File: src/rtl/aurora_ll_gen_pkg.sv
// aurora_ll_gen_pkg: payload modes, FSM encoding and PRBS helpers shared by the LocalLink generator
package aurora_ll_gen_pkg;
  typedef enum logic [1:0] {MODE_WALK = 2'b00, MODE_CNT = 2'b01, MODE_PRBS = 2'b10} mode_e;
  typedef enum logic [1:0] {ST_IDLE, ST_DATA, ST_GAP} state_e;
  localparam logic [15:0] PRBS_SEED = 16'hACE1;
  // x^16+x^14+x^13+x^11+1, shifting toward bit 0
  function automatic logic [15:0] lfsr_step(input logic [15:0] s);
    return {s[0] ^ s[2] ^ s[3] ^ s[5], s[15:1]};
  endfunction
  function automatic mode_e norm_mode(input logic [1:0] m);
    return m == 2'b11 ? MODE_WALK : mode_e'(m);
  endfunction
endpackage

File: src/rtl/aurora_ll_pattern_src.sv
// aurora_ll_pattern_src: walking-one, counter and PRBS registers with a registered payload mux
module aurora_ll_pattern_src
  import aurora_ll_gen_pkg::*;
#(
  parameter int DATA_WIDTH = 16
) (
  input  logic                  USER_CLK,
  input  logic                  RESET,
  input  logic                  adv,
  input  logic                  load,
  input  mode_e                 mode_sel,
  output logic [DATA_WIDTH-1:0] data
);
  localparam logic [DATA_WIDTH-1:0] ONE = {{(DATA_WIDTH-1){1'b0}}, 1'b1};
  logic [DATA_WIDTH-1:0] walk_q, walk_n, cnt_q, cnt_n;
  logic [15:0] lfsr_q, lfsr_n;
  mode_e mode_q, mode_n;
  // only the active pattern advances, so a mode change resumes the new pattern where it left off
  always_comb begin
    walk_n = adv && mode_q == MODE_WALK ? {walk_q[0], walk_q[DATA_WIDTH-1:1]} : walk_q;
    cnt_n  = adv && mode_q == MODE_CNT ? cnt_q + ONE : cnt_q;
    lfsr_n = adv && mode_q == MODE_PRBS ? lfsr_step(lfsr_q) : lfsr_q;
    mode_n = load ? mode_sel : mode_q;
  end
  always_ff @(posedge USER_CLK) begin
    if (RESET) begin
      walk_q <= ONE;
      cnt_q  <= '0;
      lfsr_q <= PRBS_SEED;
      mode_q <= MODE_WALK;
      data   <= ONE;
    end else begin
      walk_q <= walk_n;
      cnt_q  <= cnt_n;
      lfsr_q <= lfsr_n;
      mode_q <= mode_n;
      data   <= mode_n == MODE_CNT ? cnt_n : mode_n == MODE_PRBS ? {(DATA_WIDTH/16){lfsr_n}} : walk_n;
    end
  end
endmodule

File: src/rtl/aurora_ll_pattern_gen.sv
// aurora_ll_pattern_gen: LocalLink TX frame generator with fixed/sweep length, gap control and traffic counters
module aurora_ll_pattern_gen
  import aurora_ll_gen_pkg::*;
#(
  parameter int DATA_WIDTH = 16,
  parameter int REM_WIDTH  = 1,
  parameter int LEN_WIDTH  = 8,
  parameter int IFG_WIDTH  = 4
) (
  input  logic                 USER_CLK,
  input  logic                 RESET,
  input  logic                 ENABLE,
  input  logic [1:0]           MODE,
  input  logic                 FIXED_LEN,
  input  logic [LEN_WIDTH-1:0] LEN_CFG,
  input  logic [IFG_WIDTH-1:0] IFG_CFG,
  output logic [0:DATA_WIDTH-1] TX_D,
  output logic [REM_WIDTH-1:0] TX_REM,
  output logic                 TX_SOF_N,
  output logic                 TX_EOF_N,
  output logic                 TX_SRC_RDY_N,
  input  logic                 TX_DST_RDY_N,
  output logic [31:0]          FRAME_CNT,
  output logic [31:0]          WORD_CNT
);
  localparam logic [LEN_WIDTH:0] LEN_ONE = {{LEN_WIDTH{1'b0}}, 1'b1};
  localparam logic [LEN_WIDTH:0] LEN_MAX = {1'b1, {LEN_WIDTH{1'b0}}};
  localparam logic [IFG_WIDTH-1:0] IFG_ONE = {{(IFG_WIDTH-1){1'b0}}, 1'b1};
  state_e st_q, st_n;
  logic fixed_q, fixed_n, xfer, eof_x, ld, in_data_n, last_n;
  logic [LEN_WIDTH:0] len_q, len_n, sweep_q, sweep_n, idx_q, idx_n;
  logic [IFG_WIDTH-1:0] ifg_q, ifg_n, gap_q, gap_n;
  logic [31:0] frame_n;
  logic [DATA_WIDTH-1:0] pat_d;
  // ld marks every point where a new frame's configuration is sampled
  always_comb begin
    xfer      = st_q == ST_DATA && !TX_DST_RDY_N;
    eof_x     = xfer && idx_q == len_q;
    ld        = st_q == ST_IDLE || (st_q == ST_GAP && gap_q == IFG_ONE) || (eof_x && ifg_q == '0);
    sweep_n   = eof_x && !fixed_q ? (sweep_q == LEN_MAX ? LEN_ONE : sweep_q + LEN_ONE) : sweep_q;
    fixed_n   = ld ? FIXED_LEN : fixed_q;
    ifg_n     = ld ? IFG_CFG : ifg_q;
    len_n     = !ld ? len_q : FIXED_LEN ? {1'b0, LEN_CFG} + LEN_ONE : sweep_n;
    idx_n     = ld ? LEN_ONE : xfer ? idx_q + LEN_ONE : idx_q;
    gap_n     = eof_x ? ifg_q : st_q == ST_GAP ? gap_q - IFG_ONE : gap_q;
    st_n      = ld ? (ENABLE ? ST_DATA : ST_IDLE) : eof_x ? ST_GAP : st_q;
    frame_n   = FRAME_CNT + 32'(eof_x);
    in_data_n = st_n == ST_DATA;
    last_n    = in_data_n && idx_n == len_n;
  end
  always_ff @(posedge USER_CLK) begin
    if (RESET) begin
      st_q         <= ST_IDLE;
      fixed_q      <= 1'b1;
      len_q        <= LEN_ONE;
      sweep_q      <= LEN_ONE;
      idx_q        <= LEN_ONE;
      ifg_q        <= '0;
      gap_q        <= '0;
      FRAME_CNT    <= '0;
      WORD_CNT     <= '0;
      TX_SRC_RDY_N <= 1'b1;
      TX_SOF_N     <= 1'b1;
      TX_EOF_N     <= 1'b1;
      TX_REM       <= '1;
    end else begin
      st_q         <= st_n;
      fixed_q      <= fixed_n;
      len_q        <= len_n;
      sweep_q      <= sweep_n;
      idx_q        <= idx_n;
      ifg_q        <= ifg_n;
      gap_q        <= gap_n;
      FRAME_CNT    <= frame_n;
      WORD_CNT     <= WORD_CNT + 32'(xfer);
      TX_SRC_RDY_N <= !in_data_n;
      TX_SOF_N     <= !(in_data_n && idx_n == LEN_ONE);
      TX_EOF_N     <= !last_n;
      TX_REM       <= last_n && !fixed_n ? frame_n[REM_WIDTH-1:0] : '1;
    end
  end
  aurora_ll_pattern_src #(.DATA_WIDTH(DATA_WIDTH)) u_src (
    .USER_CLK(USER_CLK),
    .RESET(RESET),
    .adv(xfer),
    .load(ld),
    .mode_sel(norm_mode(MODE)),
    .data(pat_d)
  );
  assign TX_D = pat_d;
endmodule

File: config.mk
export PLATFORM = sky130hd
export DESIGN_NAME = aurora_ll_pattern_gen
export DESIGN_NICKNAME = d
export VERILOG_FILES = /design/src/rtl/aurora_ll_gen_pkg.sv /design/src/rtl/aurora_ll_pattern_src.sv /design/src/rtl/aurora_ll_pattern_gen.sv
export SDC_FILE = /design/constraint.sdc
export NUM_CORES = 1
export LEC_CHECK = 0
export CORE_MARGIN = 8
export CORE_UTILIZATION = 28
export CTS_BUF_LIST = sky130_fd_sc_hd__clkbuf_16
export DETAILED_ROUTE_END_ITERATION = 8
export SLEW_MARGIN = 40
export SYNTH_ARGS = -nofsm -noshare
export SYNTH_HDL_FRONTEND = slang
export SYNTH_HIERARCHICAL = 1
export SYNTH_SLANG_ARGS = --single-unit
File: constraint.sdc
create_clock -name USER_CLK -period 8.7 [get_ports USER_CLK]
set_input_delay 1.305 -clock USER_CLK [delete_from_list [all_inputs] [get_ports USER_CLK]]
set_output_delay 1.305 -clock USER_CLK [all_outputs]
set_load 0.05 [all_outputs]
Word level (Yosys, flattened, before mapping)
Cells that the tools add are included.
{"block": "word_totals", "register_bits": 172, "in_bits": 19, "out_inout_bits": 84}
{"block": "op_classes", "add_sub_neg": 7, "n_eq_ne": 13, "mux": 19, "n_bitwise": 4, "n_reduce_logical": 24}
{"op": "$mux W16", "count": 5}
{"op": "$add A32 B1 Y32", "count": 2}
{"op": "$mux W9", "count": 6}
{"op": "$add A9 B1 Y9 const B", "count": 2}
{"op": "$eq A9 B9 Y1", "count": 2}
{"op": "$add A16 B1 Y16 const B", "count": 1}
{"op": "$logic_and A1 B1 Y1", "count": 11}
{"op": "$add A8 B1 Y9 const B", "count": 1}
{"op": "$eq A9 B1 Y1 const B", "count": 1}
{"op": "$eq A9 B9 Y1 const B", "count": 1}
{"op": "$eq A2 B1 Y1 const B", "count": 4}
{"op": "$eq A2 B2 Y1 const B", "count": 4}
{"op": "$mux W2", "count": 4}
{"op": "$mux W4", "count": 2}
{"op": "$logic_not A1 Y1", "count": 6}
{"op": "$eq A4 B1 Y1 const B", "count": 1}
{"op": "$logic_not A2 Y1", "count": 2}
{"op": "$logic_not A4 Y1", "count": 1}
{"op": "$sub A4 B1 Y4 const B", "count": 1}
{"op": "$xor A1 B1 Y1", "count": 3}
{"op": "$logic_or A1 B1 Y1", "count": 2}
{"op": "$mux W1", "count": 2}
{"op": "$reduce_bool A2 Y1", "count": 1}
{"op": "$reduce_or A2 Y1", "count": 1}
{"op": "$not A1 Y1", "count": 1}

Depth between registers and ports, before layout
Gate-level depths: netlist (run 1).
{"block": "depth", "ltp_word": 12, "depth_mapped": 15, "depth_no_buf": 13}

Hierarchy
Netlist (run 1), hierarchy kept.
{"module": "aurora_ll_pattern_gen", "instances": 1, "cells_each": 614, "area_per_inst_um2": 5185.0, "seq_area_each_um2": 2122.0}
{"module": "aurora_ll_pattern_src", "instances": 1, "cells_each": 273, "area_per_inst_um2": 2702.6, "seq_area_each_um2": 1321.3}

Least setup slack after synthesis (run 1)
No wires, ideal clock.
{"block": "synth_path", "path_kind": "input port to flip-flop", "startpoint": "in TX_DST_RDY_N", "endpoint": "reg FRAME_CNT[26]", "setup_ns": 0.128, "arrival_time_ns": 3.967, "t_required_ns": 8.572, "path_slack_ns": 4.605, "cell_stages": 15, "n_path_buf": 2, "cell_sequence": "or3b_1 > buf_2 > nor2_1 > nand3_1 > clkbuf_1 > inv_1 > ha_1 > ha_1 > and2_1 > nand4_1 > or2_1 > nor3_1 > nand3_1 > xor2_1 > nor2_1"}
{"block": "synth_between", "elab_chain_len": 4}
{"item": "start: declaration", "line": "aurora_ll_pattern_gen.sv:22", "source": "input logic TX_DST_RDY_N,"}
{"item": "$logic_not A1 Y1", "line": "aurora_ll_pattern_gen.sv:37", "source": "xfer = st_q == ST_DATA && !TX_DST_RDY_N;"}
{"item": "$logic_and A1 B1 Y1", "line": "aurora_ll_pattern_gen.sv:37"}
{"item": "$logic_and A1 B1 Y1", "line": "aurora_ll_pattern_gen.sv:38", "source": "eof_x = xfer && idx_q == len_q;"}
{"item": "$add A32 B1 Y32", "line": "aurora_ll_pattern_gen.sv:47", "source": "frame_n = FRAME_CNT + 32'(eof_x);"}
{"item": "end signal: assignment", "line": "aurora_ll_pattern_gen.sv:74", "source": "FRAME_CNT <= frame_n;"}
{"item": "end: declaration", "line": "aurora_ll_pattern_gen.sv:23", "source": "output logic [31:0] FRAME_CNT,"}
No other way between the ends.
A chain may end at the register's enable or synchronous reset.

Worst setup path in the final report (run 1)
{"block": "layout_path", "startpoint": "in TX_DST_RDY_N", "endpoint": "reg u_src.data[0]"}
{"block": "layout_between", "elab_chain_len": 9, "word_cells_on_any_way": 16, "classes_between": "eq/ne (2); mux (6); reduce/logical (8)"}
{"item": "$logic_not A1 Y1 *", "line": "aurora_ll_pattern_gen.sv:37"}
{"item": "$logic_and A1 B1 Y1 *", "line": "aurora_ll_pattern_gen.sv:37"}
{"item": "$logic_and A1 B1 Y1", "line": "aurora_ll_pattern_gen.sv:38"}
{"item": "$logic_and A1 B1 Y1", "line": "aurora_ll_pattern_gen.sv:39", "source": "ld = st_q == ST_IDLE || (st_q == ST_GAP && gap_q == IFG_ONE) || (eof_x && ifg_q == '0);"}
{"item": "$logic_or A1 B1 Y1", "line": "aurora_ll_pattern_gen.sv:39"}
{"item": "$mux W2", "line": "aurora_ll_pattern_src.sv:23", "source": "mode_n = load ? mode_sel : mode_q;"}
{"item": "$eq A2 B2 Y1", "line": "aurora_ll_pattern_src.sv:37", "source": "data <= mode_n == MODE_CNT ? cnt_n : mode_n == MODE_PRBS ? {(DATA_WIDTH/16){lfsr_n}} : walk_n;"}
{"item": "$mux W16", "line": "aurora_ll_pattern_src.sv:37"}
{"item": "$mux W16 *", "line": "aurora_ll_pattern_src.sv:37"}
{"item": "end signal: assignment", "line": "aurora_ll_pattern_src.sv:37"}
{"item": "end: declaration", "line": "aurora_ll_pattern_src.sv:12", "source": "output logic [DATA_WIDTH-1:0] data"}
Every way passes the cells marked *; elsewhere a longest branch is shown, timed or not.

==> run_results.csv, run 1 <==
group,metric,value,unit
setup_path,crit_fanout,21,
worst_hold_path,hp-start,"ifg_q[3]$_SDFFE_PP0N_",
sta,worstMarginPinSlew,792.5,ps
finish,n_antenna_cell,0,
pwr,p_int,1.262,mW
clocking,ctsHoldBuffers,0,
placed_design,dpl.hpwl,14680,µm
logic_synthesis,syn_inst,887,
floorplanning,row_count,61,
clocking,numClockSinks,172,
pwr,swShare,26.95,%
sta,period_minus_slack,4828,ps
pwr,power_frac_clock,44.8,%
global_routing,overflow,0,
logic_synthesis,synth_compound_gate_area_share,9.518,%
pwr,pwr-share-comb,8.2,%
placed_design,gp_congestion,0.8197,
detailed_routing,routed_via_density,4.762,
detailed_routing,wl_per_cell,14.74,µm
global_routing,grt_max_degree,79,
clocking,cts_buffer_depth,2,
logic_synthesis,seq_area_frac_synth,43.65,%
logic_synthesis,ys_ff_latch,172,
logic_synthesis,netlist_area,7888,µm²
sta,fin_setup_tns,0,ps
logic_synthesis,syn_nets,917,
sta,slew_headroom,46.68,%
logic_synthesis,synth-xor-area-share,11.55,%
clocking,cts_buffers,17,
detailed_routing,antenna_left,0,
setup_path,crit_slowest_cell,"or3b_1",
status,status,"complete, no violations",
floorplanning,core-area,27780,µm²
floorplanning,fp.dieH,183.8,µm
setup_path,crit_arrival,5140,ps
sta,period_share,55.49,%
logic_synthesis,async_flop_share,0,%
placed_design,io_buffers,102,
sta,fin_worst_skew,13.58,ps
floorplanning,start_util,28.39,%
sta,rsz0062_at_grt,"false",
setup_path,start_kind,"primary input",
clocking,cts_setup_buffers,0,
detailed_routing,vias,6515,
floorplanning,dieArea,33800,µm²
finish,final_cell_count_no_fill,1368,
finish,drive_gt1_share,5.556,%
floorplanning,ios,103,
pwr,vdd_drop_max,0.00008759,V
setup_path,r2r_cells,10,
sta,hold_viol,0,
sta,fmax,0.2071,GHz
finish,syn_to_final_growth,24.86,%
setup_path,r2r_start,"idx_q[2]$_SDFF_PP0_",
clocking,clock_latency,430,ps
clocking,cts_tree,"done",
pwr,leakagePower,3.663,nW
placed_design,dpl.cell_count,1336,
finish,fin_nets,1007,
setup_path,cp.required,9010,ps
clocking,cts_resized,0,
logic_synthesis,muxShareOfSynthArea,5.536,%
setup_path,critPathLaunch,"TX_DST_RDY_N",
clocking,clk_pin_slew_worst_paths,70,ps
clocking,h-tree-depth,4,
finish,fin_util,35.45,%
logic_synthesis,synth_flop_cell,"dfxtp_1",
global_routing,groute.usage.overall,11.89,%
setup_path,endpoint_kind,"flop",
floorplanning,fp.dieW,183.8,µm
detailed_routing,firstDrtPassIters,5,
logic_synthesis,avgSynthCellArea,8.892,µm²
sta,setup_violations,0,
sta,worst_slack,3872,ps
worst_hold_path,hold_depth,2,
setup_path,critPathTopFamily,"simple AND/OR/NAND/NOR gates",
setup_path,cp_cell_sequence,"clkdlybuf4s50_1 -> or3b_1 -> nor2_1 -> nand4_1 -> and2_1 -> inv_2 -> mux2i_1 -> nand2_1 -> nand2_2 -> o22ai_1 -> or3_1",
detailed_routing,drc,0,
worst_hold_path,min_to,"ifg_q[3]$_SDFFE_PP0N_",
finish,fillers,2895,
global_routing,antenna_found_initial,0,
setup_path,worst-path-buf-inv,2,
setup_path,r2r-end,"u_src/data[0]$_SDFF_PP1_",
finish,multi_input_area,4224,µm²
pwr,p_switching,0.4657,mW
logic_synthesis,synthSimpleGateAreaFrac,25.06,%
detailed_routing,routed_wl,20170,µm
clocking,clock-root-buffer,"clkbuf_16",
pwr,pwr_density_cell,175.5,nW/µm²
setup_path,crit_path_max_incr_delay,540,ps
global_routing,grt_pass1_vias,6302,
worst_hold_path,hold_class,"flop to flop",
setup_path,r2r_slack,4500,ps
logic_synthesis,yosys_warnings,6,
logic_synthesis,synth_top_family_by_area,"simple AND/OR/NAND/NOR gates",
setup_path,criticalPathCategory,"primary input to flop",
logic_synthesis,ys_types,72,
sta,finalMaxSlewViolations,0,
pwr,seq_power_share,47.0,%
detailed_routing,drt_iter0_drc,431,
logic_synthesis,synth_edf_count,0,
logic_synthesis,yosys.area_share.adder,1.745,%
global_routing,grt_pass1_wl,32650,µm
finish,seqCellArea,3443,µm²
placed_design,post-place-ws,3432,ps
pwr,power,1.728,mW
setup_path,cp.depth,11,
run,drv_cap,0,
-- worst min-delay path, delay by kind of cell, from the launching register on --
| family | cells | cell delay [ps] |
|---|---|---|
| AND/OR/NAND/NOR | 1 | 60 |
| AO/OA/AOI/OAI | 1 | 50 |
| flip-flops | 1 | 320 |
-- cell families after synthesis --
logic type / after synthesis
flops: 172
buf+inv: 51
compound gates: 109
simple gates: 397
fa+ha+maj: 11
mux: 43
xor+xnor: 104
-- worst max path at each step --
stage | end | slack [ps]
after CTS | u_src/data[0]$_SDFF_PP1_ | 3880
after global routing | u_src/data[0]$_SDFF_PP1_ | 3560
after global placement | u_src/data[0]$_SDFF_PP1_ | 3610
after floorplan | FRAME_CNT[26]$_SDFF_PP0_ | 4600
final | u_src/data[0]$_SDFF_PP1_ | 3870
after detailed placement | u_src/data[0]$_SDFF_PP1_ | 3430
-- cell usage in the layout (no fill, tap or decap), drive strengths merged, types with 4 or more instances in the layout --
master,netlist,final
a21o,5,5
a21oi,28,28
a22o,5,5
a31oi,4,4
and2,6,6
and3,21,21
and4,8,8
buf,11,4
clkbuf,23,17
clkdlybuf4s50,0,101
clkinv,1,5
dfxtp,172,172
ha,11,11
inv,16,25
mux2,5,5
mux2i,38,38
nand2,76,76
nand3,47,47
nand4,29,29
nor2,138,138
nor2b,12,12
nor3,17,17
nor4,11,11
o21a,5,5
o21ai,17,17
o22ai,8,8
o311ai,4,4
or3,15,15
xnor2,40,40
xor2,64,64
-- flip-flops by register name, indices dropped and copies added, names as in the netlist, 2 cells and up --
name and count:
WORD_CNT 32, len_q 9, sweep_q 9, u_src/cnt_q 16, u_src/lfsr_q 16, gap_q 4, u_src/mode_q 2, idx_q 9
st_q 2, FRAME_CNT 32, u_src/data 16, ifg_q 4, u_src/walk_q 16
-- power by group through the flow --
stage	registers, mW	clock network (mW)	logic [mW]
6_report	0.812	0.774	0.142
5_1_grt	0.814	0.831	0.155
4_1_cts	0.812	0.802	0.142
3_5_place_dp	0.830	0	0.141
3_3_place_gp	0.830	0	0.140
2_1_floorplan	0.843	0	0.0845
-- through the flow --
step / area [µm²] / hold WS (ps)
final: 9848 / 478.4
after floorplan: 7888 / 443.6
after CTS: 9838 / 475.1
after global placement: 9231 / 459.7
after global routing: 9848 / 521.4
after detailed placement: 9239 / 463.4
-- Yosys cell counts, drive strengths merged (2+ instances only) --
master | number | area (µm²)
a211o | 2 | 17.52
a211oi | 3 | 22.52
a21boi | 2 | 15.02
a21o | 5 | 37.54
a21oi | 28 | 143.9
a22o | 5 | 43.79
a22oi | 2 | 15.01
a31oi | 4 | 25.02
a32oi | 2 | 17.52
and2 | 6 | 37.54
and3 | 21 | 131.4
and4 | 8 | 70.07
buf | 11 | 81.32
clkbuf | 23 | 86.33
dfxtp | 172 | 3443
ha | 11 | 137.6
inv | 16 | 60.06
mux2 | 5 | 56.30
mux2i | 38 | 380.4
nand2 | 76 | 287.8
nand2b | 3 | 18.77
nand3 | 47 | 235.2
nand4 | 29 | 181.4
nand4b | 3 | 41.29
nor2 | 138 | 518.0
nor2b | 12 | 75.07
nor3 | 17 | 85.08
nor4 | 11 | 98.84
o211ai | 2 | 15.01
o21a | 5 | 37.54
o21ai | 17 | 85.08
o22a | 2 | 17.52
o22ai | 8 | 50.05
o311ai | 4 | 35.04
o31ai | 3 | 22.52
o41a | 2 | 22.52
o41ai | 2 | 17.52
or3 | 15 | 93.84
or4 | 3 | 26.27
xnor2 | 40 | 350.3
xor2 | 64 | 560.5
-- final cells by class --
| type | instances | share of cell area, % |
|---|---|---|
| Tap cell | 378 | 4.802 |
| Clock buffer | 17 | 4.320 |
| Clock inverter | 15 | 1.766 |
| Sequential cell | 172 | 34.96 |
| Timing Repair Buffer | 105 | 10.61 |
| Inverter | 17 | 0.6479 |
| Multi-Input combinational cell | 664 | 42.89 |
-- per-layer routing --
layer | share of wire (%) | global-route usage, % | up-vias
li1 | - | - | 3291
met1 | 49 | 15.46 | 3073
met2 | 45 | 19.16 | 129
met3 | 5.1 | 2.984 | 22
met4 | 1.4 | 3.453 | 0
met5 | 0 | 0 | -
(Power assumes the default switching activity.)
==> inputs of run 2 (changes only) <==
Clock period 8.7 ns to 4.2 ns, I/O delays scaled along.
==> run 2 against run 1 <==
Compared with the run above: largest power group unchanged; register-to-register slack worse by 3700 ps; clock skew is 2.9 ps higher; final cell count is 1.0% higher; critical endpoint is now FRAME_CNT[26]$_SDFF_PP0_; routed wire length is 1.1% lower.
==> run_results.csv, run 2 (same netlist as run 1, synthesis figures left out) <==
group,metric,value,unit
setup_path,start_kind,"flop",
detailed_routing,wl_per_cell,14.44,µm
global_routing,groute.usage.overall,11.72,%
floorplanning,fp.dieW,183.8,µm
pwr,swShare,27.38,%
global_routing,overflow,0,
detailed_routing,drt_iter0_drc,359,
setup_path,crit_fanout,8,
sta,fin_worst_skew,16.48,ps
floorplanning,dieArea,33800,µm²
setup_path,endpoint_kind,"flop",
status,status,"complete, no violations",
pwr,seq_power_share,47.6,%
floorplanning,ios,103,
finish,syn_to_final_growth,25.89,%
setup_path,r2r_cells,14,
clocking,cts_tree,"done",
finish,seqCellArea,3443,µm²
floorplanning,start_util,28.39,%
placed_design,dpl.hpwl,14540,µm
pwr,pwr_density_cell,355.6,nW/µm²
finish,n_antenna_cell,0,
global_routing,grt_pass1_wl,32630,µm
worst_hold_path,hold_class,"flop to flop",
floorplanning,fp.dieH,183.8,µm
sta,fmax,0.2908,GHz
setup_path,cp.required,4510,ps
placed_design,io_buffers,102,
pwr,power,3.531,mW
pwr,leakagePower,3.715,nW
clocking,h-tree-depth,4,
clocking,clock-root-buffer,"clkbuf_16",
detailed_routing,routed_via_density,4.719,
finish,fin_util,35.74,%
clocking,cts_resized,0,
sta,period_minus_slack,3439,ps
clocking,cts_buffers,17,
finish,fin_nets,1021,
floorplanning,row_count,61,
sta,setup_violations,0,
clocking,clk_pin_slew_worst_paths,80,ps
detailed_routing,antenna_left,0,
detailed_routing,firstDrtPassIters,6,
pwr,vdd_drop_max,0.0002192,V
pwr,p_int,2.564,mW
clocking,cts_setup_buffers,0,
finish,top_regs,"FRAME_CNT: 32 flops, WORD_CNT: 32 flops",
finish,fillers,2845,
run,drv_cap,0,
sta,rsz0062_at_grt,"false",
global_routing,grt_pass1_vias,6404,
floorplanning,core-area,27780,µm²
setup_path,criticalPathCategory,"flop to flop",
pwr,power_frac_clock,43.7,%
sta,period_share,81.88,%
finish,drive_gt1_share,6.873,%
sta,hold_viol,0,
pwr,pwr-share-comb,8.7,%
global_routing,antenna_found_initial,0,
detailed_routing,vias,6522,
clocking,ctsHoldBuffers,0,
sta,fin_setup_tns,0,ps
pwr,p_switching,0.9668,mW
sta,slew_headroom,50.52,%
placed_design,gp_congestion,0.8360,
clocking,clock_latency,440,ps
sta,finalMaxSlewViolations,0,
setup_path,crit_arrival,3750,ps
worst_hold_path,hold_depth,2,
detailed_routing,routed_wl,19950,µm
finish,final_cell_mix,"dfxtp_1 (172), nor2_1 (138), clkdlybuf4s50_1 (101)",
finish,multi_input_area,4218,µm²
sta,worstMarginPinSlew,741.4,ps
clocking,numClockSinks,172,
global_routing,grt_max_degree,79,
detailed_routing,drc,0,
finish,final_common_cell,"dfxtp_1",
clocking,cts_buffer_depth,2,
==> run 2: cell types whose count changed in the layout (fill, tap and decap cells not counted) <==
cell,change
inv_6,+1
clkinv_1,-1
clkinvlp_4,+2
clkinv_8,-1
buf_6,-1
buf_4,+14
buf_12,+1
nor4_2,-1
bufinv_16,-1
nor4_1,+1
==> run 2: worst paths after layout <==
check / startpoint / end / slack [ps]
min reg2reg: len_q[2]$_SDFF_PP0_ / len_q[2]$_SDFF_PP0_ / 480
min: len_q[2]$_SDFF_PP0_ / len_q[2]$_SDFF_PP0_ / 480
max: idx_q[2]$_SDFF_PP0_ / FRAME_CNT[26]$_SDFF_PP0_ / 760
max reg2reg: idx_q[2]$_SDFF_PP0_ / FRAME_CNT[26]$_SDFF_PP0_ / 760
==> run 2: critical path, cell delays in order, from the launching register on <==
cell and delay, ps:
dfxtp_1 530, xor2_1 180, nor4_1 360, buf_4 210, nand3_1 100, inv_1 100
ha_1 180, ha_1 180, and2_1 200, nand4_1 200, or2_1 330, nor3_1 400
nand3_1 150, xor2_1 140, nor2_1 50
==> run 2: stage by stage <==
| stage | hold WS, ps | cell area [µm²] | setup WS, ps | instances |
|---|---|---|---|---|
| 5_1_grt | 497.5 | 9930 | 392.5 | 1382 |
| 2_1_floorplan | 443.6 | 7888 | 780.0 | 887 |
| 6_report | 479.1 | 9930 | 761.2 | 1382 |
| 3_5_place_dp | 467.5 | 9336 | 312.9 | 1349 |
| 4_1_cts | 480.6 | 9910 | 737.6 | 1381 |
| 3_3_place_gp | 463.1 | 9336 | 390.8 | 1349 |
==> run 2: area by class of cell <==
class | count | area share (%)
repair buffers | 119 | 11.67
inverters | 17 | 0.6426
flip-flops and latches | 172 | 34.68
well taps | 378 | 4.763
clock inverters | 15 | 1.487
multi-input cells | 664 | 42.48
clock buffers | 17 | 4.284
==> run 2: power groups by stage <==
stage | clock (mW) | sequential, mW | combinational, mW
floorplan | 0 | 1.75 | 0.175
global placement | 0 | 1.72 | 0.303
detailed placement | 0 | 1.72 | 0.303
CTS | 1.59 | 1.68 | 0.306
global route | 1.66 | 1.68 | 0.333
finish | 1.54 | 1.68 | 0.306
==> run 2: routing by layer <==
layer  up-vias  share of wire (%)  wire (µm)  GRT usage (%)
met5         -                  0          0              0
met3        17                4.5        905          2.609
met1      3054                 48       9547          14.96
met2       127                 47       9290          19.48
met4         0                1.1        210          3.453
li1       3324                  -          -              -
